[src/rtl/exc_pkg.sv]
// Shared constants and the entry layout for the exception monitor.
package exc_pkg;

    localparam int unsigned EXC_CODE_W = 5;
    localparam int unsigned EXC_TS_W   = 32;
    localparam int unsigned EXC_NONE   = 0;

    typedef struct packed {
        logic [EXC_CODE_W-1:0] code;
        logic [EXC_TS_W-1:0]   timestamp;
    } exc_entry_t;

endpackage

[src/rtl/exc_fifo.sv]
// Synchronous FIFO with wrap-bit pointers, flush, and no write-to-read bypass.
module exc_fifo #(
    parameter int unsigned WIDTH = 8,
    parameter int unsigned DEPTH = 8
) (
    input  logic             clk,
    input  logic             reset,
    input  logic             flush,
    input  logic             push,
    input  logic             pop,
    input  logic [WIDTH-1:0] wdata,
    output logic [WIDTH-1:0] rdata,
    output logic             full,
    output logic             empty
);

    localparam int unsigned AW = $clog2(DEPTH);

    logic [AW:0]      wr_ptr_q, rd_ptr_q;
    logic [WIDTH-1:0] mem_q [DEPTH];
    logic             do_push, do_pop;

    assign empty   = (wr_ptr_q == rd_ptr_q);
    assign full    = (wr_ptr_q[AW] != rd_ptr_q[AW]) && (wr_ptr_q[AW-1:0] == rd_ptr_q[AW-1:0]);
    assign do_pop  = pop && !empty;
    // A pop in the same cycle frees the slot, so a push into a full FIFO succeeds.
    assign do_push = push && (!full || do_pop);

    always_ff @(posedge clk) begin
        if (reset || flush) begin
            wr_ptr_q <= '0;
            rd_ptr_q <= '0;
        end else begin
            if (do_push) wr_ptr_q <= wr_ptr_q + 1'b1;
            if (do_pop)  rd_ptr_q <= rd_ptr_q + 1'b1;
        end
    end

    always_ff @(posedge clk) begin
        if (!reset && !flush && do_push) begin
            mem_q[wr_ptr_q[AW-1:0]] <= wdata;
        end
    end

    assign rdata = mem_q[rd_ptr_q[AW-1:0]];

endmodule

[src/rtl/exception_monitor.sv]
// Exception monitor: edge-detects SOC exception codes, keeps sticky/first/count/halt state
// and buffers events in a FIFO. Define EXC_MONITOR_TIMESTAMP_EN to stamp entries with a cycle count.
module exception_monitor
    import exc_pkg::*;
#(
    parameter int unsigned CODE_W         = EXC_CODE_W,
    parameter int unsigned DEPTH          = 8,
    parameter int unsigned CNT_W          = 16,
    parameter int unsigned HALT_THRESHOLD = 4,
    parameter int unsigned TS_W           = EXC_TS_W
) (
    input  logic              clk,
    input  logic              reset,
    input  logic [CODE_W-1:0] exception_code,
    input  logic              clear,
    input  logic              rd_ready,
    output logic              rd_valid,
    output logic [CODE_W-1:0] rd_code,
    output logic [TS_W-1:0]   rd_timestamp,
    output logic              first_valid,
    output logic [CODE_W-1:0] first_code,
    output logic [CNT_W-1:0]  event_count,
    output logic              overflow,
    output logic              halt_req
);

`ifdef EXC_MONITOR_TIMESTAMP_EN
    localparam int unsigned ENTRY_W = CODE_W + TS_W;
`else
    localparam int unsigned ENTRY_W = CODE_W;
`endif

    localparam logic [CNT_W-1:0] HALT_AT = CNT_W'(HALT_THRESHOLD);

    logic [CODE_W-1:0]  prev_code_q;
    logic               first_valid_q, first_valid_d;
    logic [CODE_W-1:0]  first_code_q, first_code_d;
    logic [CNT_W-1:0]   count_q, count_d;
    logic               overflow_q, overflow_d;
    logic               halt_q, halt_d;
    logic               event_hit, pop_fire, fifo_full, fifo_empty, fifo_push;
    logic [ENTRY_W-1:0] fifo_wdata, fifo_rdata;

    assign event_hit = (exception_code != CODE_W'(EXC_NONE)) && (exception_code != prev_code_q);
    assign pop_fire  = !fifo_empty && rd_ready;
    assign fifo_push = event_hit && !clear;

`ifdef EXC_MONITOR_TIMESTAMP_EN
    logic [TS_W-1:0] ts_q;

    always_ff @(posedge clk) begin
        if (reset) ts_q <= '0;
        else       ts_q <= ts_q + 1'b1;
    end

    assign fifo_wdata   = {exception_code, ts_q};
    assign rd_code      = fifo_empty ? '0 : fifo_rdata[ENTRY_W-1 -: CODE_W];
    assign rd_timestamp = fifo_empty ? '0 : fifo_rdata[TS_W-1:0];
`else
    assign fifo_wdata   = exception_code;
    assign rd_code      = fifo_empty ? '0 : fifo_rdata;
    assign rd_timestamp = '0;
`endif

    exc_fifo #(
        .WIDTH (ENTRY_W),
        .DEPTH (DEPTH)
    ) u_fifo (
        .clk   (clk),
        .reset (reset),
        .flush (clear),
        .push  (fifo_push),
        .pop   (rd_ready),
        .wdata (fifo_wdata),
        .rdata (fifo_rdata),
        .full  (fifo_full),
        .empty (fifo_empty)
    );

    always_comb begin
        first_valid_d = first_valid_q;
        first_code_d  = first_code_q;
        count_d       = count_q;
        overflow_d    = overflow_q;
        halt_d        = halt_q;
        if (clear) begin
            first_valid_d = 1'b0;
            first_code_d  = '0;
            count_d       = '0;
            overflow_d    = 1'b0;
            halt_d        = 1'b0;
        end else if (event_hit) begin
            if (count_q != '1) count_d = count_q + 1'b1;
            if (!first_valid_q) begin
                first_valid_d = 1'b1;
                first_code_d  = exception_code;
            end
            if (fifo_full && !pop_fire) overflow_d = 1'b1;
            if ((HALT_AT != '0) && (count_d >= HALT_AT)) halt_d = 1'b1;
        end
    end

    always_ff @(posedge clk) begin
        if (reset) begin
            prev_code_q   <= '0;
            first_valid_q <= 1'b0;
            first_code_q  <= '0;
            count_q       <= '0;
            overflow_q    <= 1'b0;
            halt_q        <= 1'b0;
        end else begin
            // prev_code survives clear so a persisting code does not re-fire.
            prev_code_q   <= exception_code;
            first_valid_q <= first_valid_d;
            first_code_q  <= first_code_d;
            count_q       <= count_d;
            overflow_q    <= overflow_d;
            halt_q        <= halt_d;
        end
    end

    assign rd_valid    = !fifo_empty;
    assign first_valid = first_valid_q;
    assign first_code  = first_code_q;
    assign event_count = count_q;
    assign overflow    = overflow_q;
    assign halt_req    = halt_q;

endmodule

[config.mk]
export PLATFORM = sky130hd
export DESIGN_NAME = exception_monitor
export DESIGN_NICKNAME = d
export VERILOG_FILES = /design/src/rtl/exc_pkg.sv /design/src/rtl/exc_fifo.sv /design/src/rtl/exception_monitor.sv
export SDC_FILE = /design/constraint.sdc
export NUM_CORES = 1
export LEC_CHECK = 0
export BUFFER_PORTS_ARGS = -buffer_cell sky130_fd_sc_hd__buf_2
export CAP_MARGIN = 20
export CORE_AREA = 4 4 78 109
export DETAILED_ROUTE_END_ITERATION = 16
export DIE_AREA = 0 0 82 113
export PLACE_DENSITY = 0.74
export SYNTH_ARGS = -nofsm -noshare
export SYNTH_HDL_FRONTEND = slang
export SYNTH_SLANG_ARGS = --single-unit
[constraint.sdc]
create_clock -name clk -period 5.85 [get_ports clk]
set_input_delay 1.17 -clock clk [delete_from_list [all_inputs] [get_ports clk]]
set_output_delay 1.17 -clock clk [all_outputs]
set_load 0.01 [all_outputs]
# Word-level counts from Yosys, hierarchy flattened
# Memory sizes are Yosys's and may differ from the RTL's. A register that Yosys moved wholly into a read port is not among the register bits.
# Cells that the tools add are included.
[totals]
ff_bits = 37
ram_bits = 40
out_inout_bits = 62
n_memories = 1
[classes]
n_addsub = 3
n_lt_le_gt_ge = 1
n_eq_ne = 5
mux = 8
bitwise = 1
reduce_logical = 20
[memory_table]
columns = ["name", "depth", "width", "read_ports", "rd_ports_with_merged_regs", "write_ports", "line", "text"]
rows = [
  ["u_fifo.mem_q", 8, 5, 1, 1, 1, "exc_fifo.sv:20", "logic [WIDTH-1:0] mem_q [DEPTH];"],
]
[op_table]
columns = ["operator", "count"]
rows = [
  ["2-to-1 mux 16 bit", 3],
  ["adder 16 x 1 -> 16 bit (second input constant)", 1],
  ["greater-or-equal comparator 16 x 3 -> 1 bit (second input constant)", 1],
  ["inequality test 16 bit (second input constant)", 1],
  ["adder 4 x 1 -> 4 bit (second input constant)", 2],
  ["logical AND 1 bit", 8],
  ["2-to-1 mux 3 bit", 2],
  ["AND reduction 2 bit", 3],
  ["zero test 1 bit", 5],
  ["2-to-1 mux 5 bit", 1],
  ["inequality test 5 bit", 1],
  ["nonzero test 5 bit", 1],
  ["equality test 4 bit", 1],
  ["equality test 3 bit", 1],
  ["logical OR 1 bit", 2],
  ["2-to-1 mux 1 bit", 2],
  ["OR reduction 2 bit", 1],
  ["inequality test 1 bit", 1],
  ["NOT 1 bit", 1],
]

# Logic depth before layout (Yosys ltp)
# Gate-level depths: netlist of the first run.
[logic_depth]
depth_word = 8
mapped_depth = 9
ltp_nobuf = 8

# By module
# From an unflattened synthesis of the first run, not the netlist that was laid out.
[hier_totals]
cells_unflattened = 388
area_unflattened_um2 = 4124.0
[modules_own_cells]
columns = ["module", "instances", "cells_each", "area_each_um2", "seq_area_each_um2"]
rows = [
  ["exc_fifo", 1, 145, 2214.6, 1421.4],
  ["exception_monitor", 1, 243, 1909.3, 580.6],
]

# Worst setup path before layout of the first run
# Ideal clock, no wire load.
[synth_path]
path_kind = "input -> register"
start = "input port exception_code[4]"
end = "memory u_fifo.mem_q[0][0] in the netlist's numbering (enable)"
arrival_ps = 2484
t_required_ps = 5469
setup_slack_ps = 2984
cell_stages = 6
path_buffers = 0
path_cell_list = "xnor2_1 -> nand4_2 -> o21ai_4 -> a21oi_2 -> nand2_2 -> nor4_1"
[synth_via]
elab_chain_cells = 7
word_cells_on_any_way = 8
classes_between = "1 x eq/ne; 2 x mux; 5 x reduce/logical"
[synth_rtl]
columns = ["item", "line", "text"]
rows = [
  ["from (decl)", "exception_monitor.sv:14", "input logic [CODE_W-1:0] exception_code,"],
  ["inequality test 5 bit or nonzero test 5 bit (tied branches)", "exception_monitor.sv:44", "assign event_hit = (exception_code != CODE_W'(EXC_NONE)) && (exception_code != prev_code_q);"],
  ["logical AND 1 bit *", "exception_monitor.sv:44", ""],
  ["logical AND 1 bit *", "exception_monitor.sv:46", "assign fifo_push = event_hit && !clear;"],
  ["logical AND 1 bit *", "exc_fifo.sv:27", "assign do_push = push && (!full || do_pop);"],
  ["logical AND 1 bit *", "exc_fifo.sv:40", "if (!reset && !flush && do_push) begin"],
  ["2-to-1 mux 1 bit *", "exc_fifo.sv:40", ""],
  ["2-to-1 mux 1 bit (not written as such) *", "exc_fifo.sv:41", "mem_q[wr_ptr_q[AW-1:0]] <= wdata;"],
  ["to (decl)", "exc_fifo.sv:20", ""],
]
# Mark *: on every way between the ends. The rest lies on a longest branch, timed or not.

==> qor.json, run 1 <==
{
  "std_cell_rows": 38,
  "rsz_0062_raised_after_global_routing": "no",
  "max_transition_viols_final": 0,
  "global_route_wire_length_before_repair_um": 12690,
  "synth_top_area_frac": 0.2972,
  "top_level_ports": 71,
  "postSynth.asyncResetShare": 0,
  "clock_skew_ns": 0.01114,
  "mapped_cell_area_um2": 4041,
  "final-hold-violation-count": 0,
  "detailed_route_iter0_violations": 113,
  "post-layout-total-power_mw": 1.112,
  "register_to_register_path_setup_slack_ns": 3.40,
  "routed_via_density": 5.384,
  "power_frac_seq": 0.544,
  "register_bit_count_reported_by_yosys": 80,
  "ir_drop_mv": 0.1274,
  "slowest_stage": "sky130_fd_sc_hd__dfxtp_1",
  "switching_power_total_mw": 0.2632,
  "multi_input_comb_area_um2": 1768,
  "dieHeight_um": 113,
  "synthCells": 347,
  "grt_busiest_layer": "met2",
  "min_delay_path_depth": 2,
  "regArea_um2": 2002,
  "met3_usage": 0.04140,
  "worstSetupStartpointType": "register",
  "synth_cell_type_count": 57,
  "path_class": "register to primary output",
  "grt_util_met1": 0.2095,
  "cpPeakStageDelay_ns": 0.74,
  "post-route-worst-setup-slack_ns": 2.576,
  "first_global_vias": 2421,
  "instances_no_fill": 482,
  "final_net_count": 389,
  "ctsHtreeMaxLevel": 3,
  "path_class_of_the_lowest_slack_min_delay_path": "register to register",
  "timing.fmax_mhz": 305.5,
  "postLayoutCellArea_um2": 4324,
  "clkTransAtPathRegs_ns": 0.08,
  "final_layout_size_suffix_gt1_frac": 0.2618,
  "place_area_um2": 4104,
  "source_to_sink_clock_delay_at_the_later_pin_of_the_worst_skew_pair_ns": 0.35,
  "coreArea_um2": 7607,
  "finished_core_util": 0.5684,
  "power.density_cell_area_nw_per_um2": 257.0,
  "clock_tree_from_tritoncts": "built",
  "netlist.top_cell.by_area": "sky130_fd_sc_hd__edfxtp_1",
  "die_area_um2": 9266,
  "wirelength_um": 8090,
  "number_of_enable_type_register_cells_in_the_synthesized_netlist": 40,
  "ctsLongestPathBuffers": 2,
  "synth_area_per_cell_um2": 11.65,
  "initial_core_utilization": 0.5313,
  "setup-violations-final": 0,
  "worst-endpoint-arrival_ns": 2.10,
  "internal-power_mw": 0.8483,
  "diodes": 0,
  "number_of_antenna_violations_at_the_first_check_in_global_routing": 0,
  "period_share": 0.5596,
  "critical_path.cell_chain": "mux4_2 -> mux2i_1 -> nor2_1 -> buf_2",
  "detailed_place_hpwl_um": 5980,
  "synth.yosys.warnings": 0,
  "worst-slew-pin-transition_ns": 0.7877,
  "post-route-drc-count": 0,
  "grt_ovf": 0,
  "die-width_um": 82,
  "post_cts.resized_instances": 0,
  "route.detailed.wl_per_inst_um": 16.78,
  "detailedPlace.worstSlack_ns": 2.297,
  "detailroute.via_count": 2595,
  "post_cts.repair.setup_buffers": 0,
  "grt_use_met2": 0.3308,
  "period_needed_ns": 3.274,
  "crit_path_max_fanout": 10,
  "crit_required_ns": 4.68,
  "antenna_violating_nets_post_route": 0,
  "first_pass_iteration_count_of_the_detailed_router": 4,
  "synthFlopType": "sky130_fd_sc_hd__edfxtp_1",
  "place_congestion": 0.8579,
  "finalSetupTns_ns": 0,
  "grt.total_usage": 0.1824,
  "worst_slew_margin_rel": 0.4708,
  "fin_hold_ws_ns": 0.4901,
  "cts_inserted_buffers": 9,
  "ctsRootBufferMaster": "sky130_fd_sc_hd__clkbuf_8",
  "rr_worst_depth": 6,
  "portBuffers": 38,
  "cp_endpoint_kind": "primary output",
  "grt_max_degree": 32,
  "fillers": 651,
  "p_sw_frac": 0.2368,
  "place_inst": 465,
  "p_leak_nw": 1.588,
  "synth.area.top_cells": "sky130_fd_sc_hd__edfxtp_1 (30%), sky130_fd_sc_hd__dfxtp_1 (20%), sky130_fd_sc_hd__buf_4 (6.7%)",
  "number_of_max_capacitance_violations_reported": 0,
  "cts_hold_repair.buffers": 0,
  "status": "finished, final reports clean",
  "cts.sinks": 80,
  "clockPowerShare": 0.382,
  "synth-seq-area-share": 0.4954,
  "share_of_total_power_in_combinational_logic": 0.074,
  "area_added_between_synthesis_and_finish_pct": 6.997
}
[power by group through the flow]
| stage | Clock (mW) | Combinational, mW | Sequential, mW |
|---|---|---|---|
| 2_1_floorplan | 0 | 0.0788 | 0.614 |
| 3_3_place_gp | 0 | 0.0792 | 0.617 |
| 3_5_place_dp | 0 | 0.0813 | 0.618 |
| 4_1_cts | 0.432 | 0.0818 | 0.605 |
| 5_1_grt | 0.459 | 0.0912 | 0.606 |
| 6_report | 0.425 | 0.0817 | 0.605 |
[state kept, by name, indices dropped and copies added, names as in the netlist, named ones only]
signal,cells
u_fifo.mem_q,40
event_count,16
first_code,5
prev_code_q,5
u_fifo.rd_ptr_q,4
u_fifo.wr_ptr_q,4
first_valid,1
halt_req,1
overflow,1
[layout make-up]
class,count,share of cell area
Clock inverter,5,0.01447
Tap cell,100,0.02894
Clock buffer,11,0.03530
Inverter,5,0.004340
Timing Repair Buffer,39,0.04514
Sequential cell,80,0.4630
Multi-Input combinational cell,242,0.4089
[worst paths after layout]
check,endpoint,from
hold reg to reg,overflow$_SDFFE_PP0P_,overflow$_SDFFE_PP0P_
hold / removal,overflow$_SDFFE_PP0P_,overflow$_SDFFE_PP0P_
setup / recovery,rd_code[1],register
setup reg to reg,u_fifo.mem_q[4][0]$_DFFE_PP_,u_fifo.wr_ptr_q[0]$_SDFFE_PP0P_
[worst max-delay path, delay by kind of cell (launching register included)]
kind          cells  cell delay [ns]
flops             1             0.74
simple gates      1             0.06
mux               2             0.82
buf+inv           1             0.15
[cell families (layout without fill, tap and decap cells)]
family	Yosys count	in the layout	share of synthesized area
compound gates	48	48	0.1062
xor+xnor	21	21	0.04551
fa+ha+maj	3	3	0.009289
buf+inv	56	60	0.09597
flops	80	80	0.4954
mux	24	24	0.09040
other cells	1	32	0.0009279
simple gates	114	114	0.1563
[cells in the mapped netlist (6+ instances only)]
library cell and instances:
sky130_fd_sc_hd__nand3_1 12, sky130_fd_sc_hd__a21oi_1 11, sky130_fd_sc_hd__nand4_1 6, sky130_fd_sc_hd__nand2_1 10, sky130_fd_sc_hd__edfxtp_1 40, sky130_fd_sc_hd__dfxtp_1 40, sky130_fd_sc_hd__nor2_1 43, sky130_fd_sc_hd__buf_4 36
sky130_fd_sc_hd__mux2i_1 14, sky130_fd_sc_hd__xnor2_1 18, sky130_fd_sc_hd__mux4_2 10
[layer usage]
metal  routed length [µm]  vias to the layer above
met2                 4625                       68
met3                  345                        8
met1                 3005                     1262
met5                    0                        -
li1                     -                     1257
met4                  113                        0
[placed cells by master (no fill, tap or decap), drive strengths merged, types with 8 or more instances in the layout]
| cell type | synthesis | layout |
|---|---|---|
| a21oi | 16 | 16 |
| buf | 46 | 38 |
| clkbuf | 5 | 12 |
| conb | 1 | 32 |
| dfxtp | 40 | 40 |
| edfxtp | 40 | 40 |
| mux2i | 14 | 14 |
| mux4 | 10 | 10 |
| nand2 | 14 | 14 |
| nand3 | 14 | 14 |
| nand4 | 8 | 8 |
| nor2 | 45 | 45 |
| o21ai | 8 | 8 |
| xnor2 | 18 | 18 |
(Power assumes the default switching activity.)
==> run 2, diff against run 1 <==
CORE_AREA = 4 4 81 113   (was 4 4 78 109)
DIE_AREA = 0 0 85 117   (was 0 0 82 113)
PLACE_DENSITY = 0.72   (was 0.74)
clock period = 2.77 ns   (was 5.85 ns; I/O delays follow)
==> qor.json, run 2 (synthesis gave the netlist of run 1 again) <==
{
  "place_area": {"value": 4197, "unit": "µm²", "change": "+2.3%"},
  "register_to_register_path_setup_slack": {"value": 0.69, "unit": "ns", "change": "-2.71 ns"},
  "crit_required": {"value": 2.22, "unit": "ns", "change": "-2.46 ns"},
  "std_cell_rows": {"value": 39, "change": "+2.6%"},
  "status": "finished, final reports clean",
  "period_needed_ns": 2.355,
  "largest_register_ffs": {"value": 40, "change": "unchanged"},
  "share_of_total_power_in_combinational_logic": {"value": 0.068, "change": "-0.006"},
  "setup-violations-final": {"value": 0, "change": "unchanged"},
  "clkTransAtPathRegs": {"value": 0.07, "unit": "ns", "change": "about the same"},
  "power_frac_seq": {"value": 0.469, "change": "-0.075"},
  "clockPowerShare": {"value": 0.462, "change": "+0.080"},
  "crit_path_max_fanout": {"value": 10, "change": "unchanged"},
  "switching_power_total": {"value": 0.6070, "unit": "mW", "change": "+130%"},
  "ctsHtreeMaxLevel": {"value": 3, "change": "unchanged"},
  "detailed_place_hpwl": {"value": 6123, "unit": "µm", "change": "+2.4%"},
  "critical-path-top-delay-family": "multiplexers",
  "critical_path.reg2reg.startpoint": "u_fifo.wr_ptr_q[0]$_SDFFE_PP0P_",
  "internal-power": {"value": 2.110, "unit": "mW", "change": "+150%"},
  "cp_endpoint_kind": "primary output",
  "post-route-drc-count": {"value": 0, "change": "unchanged"},
  "grt_max_degree": {"value": 32, "change": "unchanged"},
  "source_to_sink_clock_delay_at_the_later_pin_of_the_worst_skew_pair": {"value": 0.34, "unit": "ns", "change": "about the same"},
  "layout_commonest_cell": "sky130_fd_sc_hd__nor2_1",
  "die_area": {"value": 9945, "unit": "µm²", "change": "+7.3%"},
  "place_congestion": {"value": 0.9429, "change": "+9.9%"},
  "min_delay_path_depth": {"value": 2, "change": "unchanged"},
  "worst_r2r_endpoint": "u_fifo.mem_q[0][0]$_DFFE_PP_",
  "worstSetupStartpointType": "register",
  "max_transition_viols_final": {"value": 0, "change": "unchanged"},
  "coreArea": {"value": 8149, "unit": "µm²", "change": "+7.1%"},
  "critical_path.n_buffers_inverters": {"value": 2, "change": "+1"},
  "timing.fmax_mhz": 424.6,
  "worst-slew-pin-transition": {"value": 0.6321, "unit": "ns", "change": "-0.1556 ns"},
  "grt_ovf": {"value": 0, "change": "unchanged"},
  "worst_slew_margin_rel": {"value": 0.5786, "change": "+0.1078"},
  "die-width": {"value": 85, "unit": "µm", "change": "+3.7%"},
  "ir_drop": {"value": 0.3949, "unit": "mV", "change": "+210%"},
  "rsz_0062_raised_after_global_routing": "no",
  "path_class_of_the_lowest_slack_min_delay_path": "input port to register",
  "cts_inserted_buffers": {"value": 9, "change": "unchanged"},
  "route.detailed.wl_per_inst": {"value": 16.92, "unit": "µm", "change": "+0.80%"},
  "area_added_between_synthesis_and_finish_pct": 11.70,
  "antenna_violating_nets_post_route": {"value": 0, "change": "unchanged"},
  "ctsLongestPathBuffers": {"value": 2, "change": "unchanged"},
  "layout.cells.most_common_list": "sky130_fd_sc_hd__nor2_1 (43), sky130_fd_sc_hd__dfxtp_1 (40), sky130_fd_sc_hd__edfxtp_1 (40)",
  "slowest_stage": "sky130_fd_sc_hd__mux4_2",
  "fin_hold_ws": {"value": 0.4785, "unit": "ns", "change": "-0.01163 ns"},
  "path_class": "register to primary output",
  "critical_path.cell_chain": "buf_4 -> mux4_2 -> mux2i_1 -> nor2_1 -> buf_2",
  "post_cts.resized_instances": {"value": 0, "change": "unchanged"},
  "cpPeakStageDelay": {"value": 0.58, "unit": "ns", "change": "-0.16 ns"},
  "period_share": 0.8501,
  "clock_tree_from_tritoncts": "built",
  "p_leak": {"value": 1.694, "unit": "nW", "change": "+6.7%"},
  "final_net_count": {"value": 400, "change": "+2.8%"},
  "routed_via_density": {"value": 5.346, "change": "-0.70%"},
  "post-layout-total-power": {"value": 2.717, "unit": "mW", "change": "+140%"},
  "post_cts.repair.setup_buffers": {"value": 0, "change": "unchanged"},
  "final_layout_size_suffix_gt1_frac": {"value": 0.2832, "change": "+0.02138"},
  "clock_skew": {"value": 0.01128, "unit": "ns", "change": "+0.0001483 ns"},
  "number_of_max_capacitance_violations_reported": {"value": 0, "change": "unchanged"},
  "finalSetupTns": {"value": 0, "unit": "ns", "change": "unchanged"},
  "portBuffers": {"value": 38, "change": "unchanged"},
  "top_level_ports": {"value": 71, "change": "unchanged"},
  "final-hold-violation-count": {"value": 0, "change": "unchanged"},
  "worst-endpoint-arrival": {"value": 1.80, "unit": "ns", "change": "-0.30 ns"},
  "first_global_vias": {"value": 2637, "change": "+8.9%"},
  "global_route_wire_length_before_repair": {"value": 13590, "unit": "µm", "change": "+7.1%"},
  "postLayoutCellArea": {"value": 4514, "unit": "µm²", "change": "+4.4%"},
  "finished_core_util": {"value": 0.5540, "change": "-0.01445"},
  "initial_core_utilization": {"value": 0.4959, "change": "-0.03532"},
  "first_pass_iteration_count_of_the_detailed_router": {"value": 4, "change": "unchanged"},
  "detailed_route_iter0_violations": {"value": 97, "change": "-14%"},
  "power.density_cell_area": {"value": 602.0, "unit": "nW/µm²", "change": "+130%"},
  "fillers": {"value": 703, "change": "+8.0%"},
  "grt.total_usage": {"value": 0.1794, "change": "-0.003091"},
  "min_delay_worst_endpoint": "prev_code_q[0]$_SDFF_PP0_",
  "wirelength": {"value": 8358, "unit": "µm", "change": "+3.3%"},
  "cts_hold_repair.buffers": {"value": 0, "change": "unchanged"},
  "number_of_antenna_violations_at_the_first_check_in_global_routing": {"value": 0, "change": "unchanged"},
  "detailroute.via_count": {"value": 2641, "change": "+1.8%"},
  "ctsRootBufferMaster": "sky130_fd_sc_hd__clkbuf_16",
  "dieHeight": {"value": 117, "unit": "µm", "change": "+3.5%"},
  "p_sw_frac": {"value": 0.2234, "change": "-0.01340"},
  "cts.sinks": {"value": 80, "change": "unchanged"},
  "hp-start": "reset",
  "rr_worst_depth": {"value": 7, "change": "+1"},
  "diodes": {"value": 0, "change": "unchanged"}
}
run 2: cell type report:
type / instances / area [µm²] / area share
well taps: 102 / 127.6 / 0.02827
repair buffers: 50 / 280.3 / 0.06208
flip-flops and latches: 80 / 2002 / 0.4435
inverters: 5 / 18.77 / 0.004157
multi-input cells: 242 / 1768 / 0.3916
clock inverters: 6 / 92.59 / 0.02051
clock buffers: 9 / 225.2 / 0.04989
run 2: worst max-delay path by stage:
| stage | cells after the start | to | slack, ns |
|---|---|---|---|
| 2_1_floorplan | 6 | u_fifo.mem_q[0][0]$_DFFE_PP_ | 0.52 |
| 3_3_place_gp | 8 | u_fifo.mem_q[4][2]$_DFFE_PP_ | 0.51 |
| 3_5_place_dp | 8 | u_fifo.mem_q[4][2]$_DFFE_PP_ | 0.43 |
| 4_1_cts | 5 | rd_code[0] | 0.39 |
| 5_1_grt | 5 | rd_code[2] | 0.30 |
| 6_report | 5 | rd_code[1] | 0.42 |
run 2: through the flow:
step | setup WS, ns | cells
finish | 0.4151 | 494
global route | 0.2952 | 494
CTS | 0.3898 | 494
detailed placement | 0.4302 | 479
global placement | 0.5055 | 479
floorplan | 0.5204 | 378
run 2: power by group through the flow:
stage,clock network (mW),logic (mW),registers [mW]
floorplan,0,0.166,1.30
global route,1.34,0.206,1.28
finish,1.26,0.185,1.28
global placement,0,0.182,1.30
detailed placement,0,0.185,1.30
CTS,1.28,0.186,1.28
run 2: per-layer routing:
| layer | wire length, µm | vias up | GRT usage | part of all wire |
|---|---|---|---|---|
| met5 | 0 | - | 0 | 0 |
| met4 | 295 | 0 | 0.08448 | 0.035 |
| met3 | 312 | 18 | 0.04902 | 0.037 |
| met2 | 4521 | 53 | 0.3252 | 0.54 |
| met1 | 3229 | 1290 | 0.1930 | 0.39 |
| li1 | - | 1280 | - | - |
